===== src/rtl/shreg_pkg.sv =====
// Shared encodings for the flop-chain sequencer: command codes, FSM states
// and a small elaboration-time helper.
package shreg_pkg;

  typedef logic [1:0] cmd_t;

  localparam cmd_t CMD_NOP    = 2'b00;
  localparam cmd_t CMD_LOAD   = 2'b01;
  localparam cmd_t CMD_CLEAR  = 2'b10;
  localparam cmd_t CMD_PRESET = 2'b11;

  typedef logic [2:0] state_t;

  localparam state_t StIdle  = 3'd0;
  localparam state_t StShift = 3'd1;
  localparam state_t StClrp  = 3'd2;
  localparam state_t StPsetp = 3'd3;
  localparam state_t StDone  = 3'd4;

  // Larger of two unsigned values; used to size the shared counter.
  function automatic int unsigned max_u(input int unsigned a, input int unsigned b);
    return (a > b) ? a : b;
  endfunction

endpackage


===== src/rtl/seq_down_cnt.sv =====
// Loadable down-counter shared by the shift phase and the clear/preset pulse
// timing. Saturates at zero instead of wrapping.
module seq_down_cnt #(
  parameter int unsigned Width = 4
) (
  input  logic             clk_i,
  input  logic             rst_i,
  input  logic             load_i,
  input  logic [Width-1:0] load_val_i,
  input  logic             dec_i,
  output logic             zero_o
);

  logic [Width-1:0] cnt_q, cnt_d;

  // Next count: load has priority over decrement; no decrement past zero.
  always_comb begin
    cnt_d = cnt_q;
    if (load_i) begin
      cnt_d = load_val_i;
    end else if (dec_i && (cnt_q != '0)) begin
      cnt_d = cnt_q - Width'(1);
    end
  end

  // Count register with synchronous reset.
  always_ff @(posedge clk_i) begin
    if (rst_i) begin
      cnt_q <= '0;
    end else begin
      cnt_q <= cnt_d;
    end
  end

  // Flags the edge on which the count reaches zero, so the caller can leave
  // its timed state on that same edge.
  assign zero_o = (cnt_d == '0);

endmodule


===== src/rtl/shreg_seq.sv =====
// Command sequencer for a serial D-flop chain. Turns LOAD / CLEAR / PRESET
// commands into timed shift-enable, serial-data, clear and preset pulses.
// Every output is a flop decoded from the next state.
module shreg_seq
  import shreg_pkg::*;
#(
  parameter int unsigned N          = 8,
  parameter int unsigned CLR_CYCLES = 2
) (
  input  logic         Ck,
  input  logic         CLR,
  input  logic         start,
  input  logic [1:0]   cmd,
  input  logic [N-1:0] din,
  output logic         busy,
  output logic         done,
  output logic         ff_d,
  output logic         ff_en,
  output logic         ff_clr_n,
  output logic         ff_pset_n
);

  localparam int unsigned CntW = $clog2(max_u(N, CLR_CYCLES) + 1);

  state_t         state_q, state_d;
  logic [N-1:0]   sreg_q, sreg_d;

  logic           cnt_load;
  logic [CntW-1:0] cnt_load_val;
  logic           cnt_dec;
  logic           cnt_zero;

  logic busy_q, busy_d;
  logic done_q, done_d;
  logic ff_d_q, ff_d_d;
  logic ff_en_q, ff_en_d;
  logic ff_clr_n_q, ff_clr_n_d;
  logic ff_pset_n_q, ff_pset_n_d;

  seq_down_cnt #(
    .Width(CntW)
  ) u_cnt (
    .clk_i      (Ck),
    .rst_i      (CLR),
    .load_i     (cnt_load),
    .load_val_i (cnt_load_val),
    .dec_i      (cnt_dec),
    .zero_o     (cnt_zero)
  );

  // Next-state logic: command acceptance in IDLE, timed phases elsewhere.
  always_comb begin
    state_d      = state_q;
    sreg_d       = sreg_q;
    cnt_load     = 1'b0;
    cnt_load_val = '0;
    cnt_dec      = 1'b0;
    unique case (state_q)
      StIdle: begin
        if (start) begin
          case (cmd)
            CMD_LOAD: begin
              state_d      = StShift;
              sreg_d       = din;
              cnt_load     = 1'b1;
              cnt_load_val = CntW'(N);
            end
            CMD_CLEAR: begin
              state_d      = StClrp;
              cnt_load     = 1'b1;
              cnt_load_val = CntW'(CLR_CYCLES);
            end
            CMD_PRESET: begin
              state_d      = StPsetp;
              cnt_load     = 1'b1;
              cnt_load_val = CntW'(CLR_CYCLES);
            end
            default: ;
          endcase
        end
      end
      StShift: begin
        sreg_d  = {sreg_q[N-2:0], 1'b0};
        cnt_dec = 1'b1;
        if (cnt_zero) state_d = StDone;
      end
      StClrp, StPsetp: begin
        cnt_dec = 1'b1;
        if (cnt_zero) state_d = StDone;
      end
      StDone: begin
        state_d = StIdle;
      end
      default: begin
        state_d = StIdle;
      end
    endcase
  end

  // Moore output decode from the next state, so outputs land in flops.
  always_comb begin
    busy_d      = (state_d == StShift) || (state_d == StClrp) || (state_d == StPsetp);
    done_d      = (state_d == StDone);
    ff_en_d     = (state_d == StShift);
    ff_d_d      = ff_en_d & sreg_d[N-1];
    ff_clr_n_d  = (state_d != StClrp);
    ff_pset_n_d = (state_d != StPsetp);
  end

  // State and output registers; reset holds the chain in clear.
  always_ff @(posedge Ck) begin
    if (CLR) begin
      state_q     <= StIdle;
      sreg_q      <= '0;
      busy_q      <= 1'b0;
      done_q      <= 1'b0;
      ff_d_q      <= 1'b0;
      ff_en_q     <= 1'b0;
      ff_clr_n_q  <= 1'b0;
      ff_pset_n_q <= 1'b1;
    end else begin
      state_q     <= state_d;
      sreg_q      <= sreg_d;
      busy_q      <= busy_d;
      done_q      <= done_d;
      ff_d_q      <= ff_d_d;
      ff_en_q     <= ff_en_d;
      ff_clr_n_q  <= ff_clr_n_d;
      ff_pset_n_q <= ff_pset_n_d;
    end
  end

  assign busy      = busy_q;
  assign done      = done_q;
  assign ff_d      = ff_d_q;
  assign ff_en     = ff_en_q;
  assign ff_clr_n  = ff_clr_n_q;
  assign ff_pset_n = ff_pset_n_q;

endmodule


===== config.mk =====
export PLATFORM = sky130hd
export DESIGN_NAME = shreg_seq
export DESIGN_NICKNAME = d
export VERILOG_FILES = /design/src/rtl/shreg_pkg.sv /design/src/rtl/seq_down_cnt.sv /design/src/rtl/shreg_seq.sv
export SDC_FILE = /design/constraint.sdc
export NUM_CORES = 1
export LEC_CHECK = 0
export BUFFER_PORTS_ARGS = -buffer_cell sky130_fd_sc_hd__clkbuf_2
export CORE_AREA = 2 2 46 48
export DETAILED_ROUTE_END_ITERATION = 12
export DIE_AREA = 0 0 48 50
export PLACE_DENSITY = 0.76
export SYNTH_ARGS = -nofsm -noshare
export SYNTH_HDL_FRONTEND = slang
export SYNTH_SLANG_ARGS = --single-unit

===== constraint.sdc =====
create_clock -name Ck -period 4.6 [get_ports Ck]
set_input_delay 0.92 -clock Ck [delete_from_list [all_inputs] [get_ports Ck]]
set_output_delay 0.92 -clock Ck [all_outputs]
set_load 0.02 [all_outputs]

Yosys cells after proc, flatten, opt, wreduce, memory -nomap -nowiden. Index checks and enable logic that the tools add are counted.

Register bits after elaboration: 21. Input port bits: 13. Output and inout port bits: 6. Word-level logic and storage cells: 53.

Add/sub/neg operators: 1. Equal/unequal tests: 14. Mux-type cells: 16. Bitwise gates (word level): 1. Reductions and logical operators: 11.

Operator list (number): $mux W4 (4); $mux W8 (2); $pmux W8 S2 (1); $eq A3 B2 Y1 const B (4); $pmux W3 S3 (1); $pmux W4 S2 (1); $eq A3 B1 Y1 const B (2); $mux W3 (2); $ne A3 B2 Y1 const B (2); $pmux W3 S2 (1); $reduce_or A3 Y1 (2); $eq A2 B2 Y1 const B (2); $logic_not A4 Y1 (1); $mux W1 (4); $reduce_bool A4 Y1 (1); $sub A4 B1 Y4 const B (1); $eq A3 B3 Y1 const B (1); $logic_not A3 Y1 (1); $reduce_and A3 Y1 (1); $eq A2 B1 Y1 const B (1); $logic_or A1 B1 Y1 (2); $ne A2 B1 Y1 const B (1); $ne A2 B2 Y1 const B (1); $reduce_bool A2 Y1 (1); other kinds (3) (3).

Longest topological paths before layout.
Word-level depth: 12. Depth in mapped cells: 8. Mapped depth without buffers: 7.

By module. Synthesis repeated with hierarchy kept, for this count alone.

Cells, all modules: 122. Area, all modules: 1097.3 um^2.

Modules (own cells, without submodules): shreg_seq (times used 1, cells each 89, area each 818.3 um^2, sequential area each 340.3 um^2); seq_down_cnt (times used 1, cells each 33, area each 279.0 um^2, sequential area each 80.1 um^2).

Worst setup path before layout. No wires, ideal clock.

Kind: register -> register. From: register u_cnt.cnt_q[0]. To: register ff_en_q (netlist: ff_en). Library setup time: 0.087 ns. Arrival: 2.080 ns. Setup slack: 2.432 ns. Stages on the path, launching flop included: 9. Clock period less this slack: 2.168 ns. Path through: dfxtp_1 inv_1 ha_1 or3b_1 and2_4 buf_6 o32a_4 o31ai_4 nor4b_2.

Cells in the longest elaborated chain, start to end: 8. Elaborated cells on any way between the ends: 9.

RTL lines: from (decl) (RTL line seq_down_cnt.sv:14) `logic [Width-1:0] cnt_q, cnt_d;`; from (signal assigned) (RTL line seq_down_cnt.sv:31) `cnt_q <= cnt_d;`; branches (longest 2 deep; another with $sub A4 B1 Y4); $mux W4 (*) (RTL line seq_down_cnt.sv:21) `end else if (dec_i && (cnt_q != '0)) begin`; $mux W4 (*) (RTL line seq_down_cnt.sv:19) `if (load_i) begin`; $logic_not A4 Y1 (*) (RTL line seq_down_cnt.sv:37) `assign zero_o = (cnt_d == '0);`; $mux W3 (*) (RTL line shreg_seq.sv:85, shreg_seq.sv:89); $pmux W3 S2 (*) (RTL line shreg_seq.sv:58) `unique case (state_q)`; $eq A3 B1 Y1 (*) (RTL line shreg_seq.sv:104) `ff_en_d = (state_d == StShift);`; to (signal assigned) (RTL line shreg_seq.sv:127) `ff_en_q <= ff_en_d;`; to (decl) (RTL line shreg_seq.sv:36) `logic ff_en_q, ff_en_d;`.

Every way passes the cells marked *. A chain may end at the register's enable or synchronous reset.

Worst setup path in the final report. Ends and elaborated chain as after synthesis.

==> run metrics <==
Synth async-reset ratio 0%; DR iter-0 viols 18; Top FF cell, synth dfxtp_1; total power 0.000435 W; family with the most delay on the worst path simple AND/OR/NAND/NOR gates; clk sinks 21; Compound-Gate Fraction of Synth Area 24.4%; hpwl dp 1.48 mm; Total GRT Usage 17.9%; routing usage on met2 27.3%; critical path required time 4840 ps; wire length per cell 12.4 um; unrepaired setup endpoints after global routing no; Non-Filler Instances 154; final worst path period need 2220 ps; fin. max-slew vios 0; post-synthesis mux area share 1.01%; Hold Path End sreg_q[6]; Final period util 48.3%; initial core utilization 52.0%; Hold Path Cell Cnt 2; area growth from synthesis to layout 13.7%; data arrival time of the critical path 2460 ps; Post-Synth Adder-Cell Area 1.26%; Reg power frac 49.8%; Synth top area share 42.5%; peak supply drop 0.000206 V; CP Max Fanout 6; Multi-input gate area 528 um^2; # setup viols final 0; vias 857; #FFs+latches synth 21; antenna fix cells 0; final instance area 1120 um^2; Synth Area per Inst 9.16 um^2; grt ovf 0; clock transition at the registers of the reported paths 120 ps; Post-CTS Setup Inserts 0; CTS tree yes; register area share after synthesis 42.5%; CP endpoint kind flip-flop; area share of xor/xnor cells in the synthesized design 4.42%; GP Congestion 0.778; worst flop-to-flop path startpoint u_cnt.cnt_q[0]; CTS Buffer Depth 2; Setup TNS 0 ps; placed instance count 150; Sw Ratio 33.4%; Post-synth EDFFs 0; R2R depth 7; slowest CP cell or3b_1; insertion delay to the later sink of the worst-skew pair 310 ps; WS Path Type flip-flop to flip-flop; fraction of layout cells with a size suffix above 1 22.8%; M3 GR Usage 3.30%; Yosys cell types 38; die area 2400 um^2; pwr/cell area 387 nW/um^2; Comb pwr share 29.2%; cells along the critical path inv_1 > ha_1 > or3b_1 > and2_4 > o32a_4 > o31ai_4 > nor4b_2; post-cts resize count 0; vias in the first global route 755; internal power 0.000290 W; residual DRC count 0; Setup crit start kind flip-flop; main combinational cell family by area after synthesis compound AO/OA/AOI/OAI gates; net count of the finished layout 142; global-route wire length before repair 3.11 mm; number of placed I/O pins 19; gr busiest metal met2; Peak Freq 0.450 GHz; r2r endpoint ff_en; Worst Path Buf+Inv 1; GR Layer Usage met1 24.2%; Netlist Area Pre-Place 990 um^2; most common cell in the netlist dfxtp_1; Final Hold Fails 0; Hold WC Path Type flip-flop to flip-flop; CTS hold repair buffers 0; PortBufs 18; Warnings, synthesis 0; DRT antenna net count 0; slew margin rel. 58.2%; Clock power frac 21.1%; Hold Slack 502 ps; Worst Min Path Start sreg_q[6]; Synth area leaders dfxtp_1 42%, a211oi_1 7.6%, nor2_1 6.1%, o22ai_1 3.8%, xor2_1 3.5%; register area 420 um^2; crit-path max cell delay 380 ps; max-cap violations 0; FP Rows 16; leakage power 0.435 nW; status finished clean; fillers 177; most common library cells after synthesis 21 x dfxtp_1, 16 x nor2_1, 10 x a211oi_1; Mapped Nets 122; Net Sw Power 0.000145 W; Clock Skew 6.53 ps; initial antenna violation count 0; largest net degree at the start of global routing 20; placed cell areas 1090 um^2; vias per cell 5.56; reg-to-reg slack, setup 2380 ps; CTS Buf Count 3; chip height 50 um; Core ar. 1900 um^2; synthesized instance count 108; Synth Area in Simple Gates 22.3%; worst-margin pin slew 624 ps; drt total wl 1.90 mm; Pre-antenna DRT Iters 4; Die W 48 um; clk root buf clkbuf_4; H-tree depth 1; area leader, netlist dfxtp_1
==> layout by cell type, fill, tap and decap left out, types with 2 or more instances in the layout <==
master	Yosys	final
dfxtp_1	21	21
clkbuf_2	0	18
nor2_1	16	16
a211oi_1	10	10
o22ai_1	6	6
inv_1	5	5
nor3_1	4	4
xor2_1	4	4
nand2_1	4	4
o21ai_0	3	3
a21oi_1	3	3
clkbuf_4	0	3
nand3b_1	2	2
o21ba_2	2	2
nand2b_1	2	2
nor4_1	2	2
==> worst reg2reg max path, stage by stage (launching register included) <==
cell     delay [ps]
dfxtp_1         360
inv_1            90
ha_1            210
or3b_1          380
and2_4          200
o32a_4          350
o31ai_4         330
nor4b_2         230
==> routing by layer <==
layer | vias to the layer above | routed length, um | part of all wire [%]
li1 | 435 | - | -
met3 | 3 | 59 | 3.1
met1 | 404 | 877 | 46
met2 | 15 | 944 | 50
met4 | 0 | 22 | 1.2
met5 | - | 0 | 0
==> kinds of logic (layout without fill, tap and decap cells) <==
family,Yosys count,after routing
DFF,21,21
muxes,1,1
AOI/OAI and AO/OA,31,31
and+or+nand+nor,40,40
adders and majority gates,1,1
buffers and inverters,9,28
xor gates and xnor gates,5,5
==> through the flow <==
stage	setup WS (ps)	utilization, %
finish	2380	59.1
global route	2240	59.1
CTS	2370	59.1
detailed placement	2190	57.6
global placement	2280	57.6
floorplan	2430	-
==> power groups by stage <==
stage | registers (W) | logic, W | clock network [W]
6_report | 0.000217 | 0.000127 | 0.0000916
3_3_place_gp | 0.000219 | 0.000123 | 0
5_1_grt | 0.000219 | 0.000142 | 0.000101
3_5_place_dp | 0.000221 | 0.000127 | 0
2_1_floorplan | 0.000223 | 0.0000963 | 0
4_1_cts | 0.000217 | 0.000127 | 0.0000951
==> cell type report <==
class                           count  share of cell area, %
Inverter                            6                   2.00
Sequential cell                    21                   37.4
Multi-Input combinational cell     78                   46.9
Timing Repair Buffer               18                   8.01
Clock inverter                      1                  0.667
Clock buffer                        3                   2.00
Tap cell                           27                   3.00
==> worst max-delay path by stage <==
stage          slack [ps]  cells past startpoint         to            from
3_3_place_gp         2280                      6  ff_pset_n           start
6_report             2380                      7      ff_en  u_cnt.cnt_q[0]
5_1_grt              2240                      7      ff_en  u_cnt.cnt_q[0]
3_5_place_dp         2190                      6  ff_pset_n           start
2_1_floorplan        2430                      8      ff_en  u_cnt.cnt_q[0]
4_1_cts              2370                      7      ff_en  u_cnt.cnt_q[0]
==> flip-flops by register name, summed over array words and instances (netlist names) <==
name	cells
u_cnt.cnt_q	4
ff_pset_n	1
ff_d	1
ff_en	1
state_q	3
sreg_q	8
busy	1
done	1
ff_clr_n	1
Power figures use the tool's default switching activity.
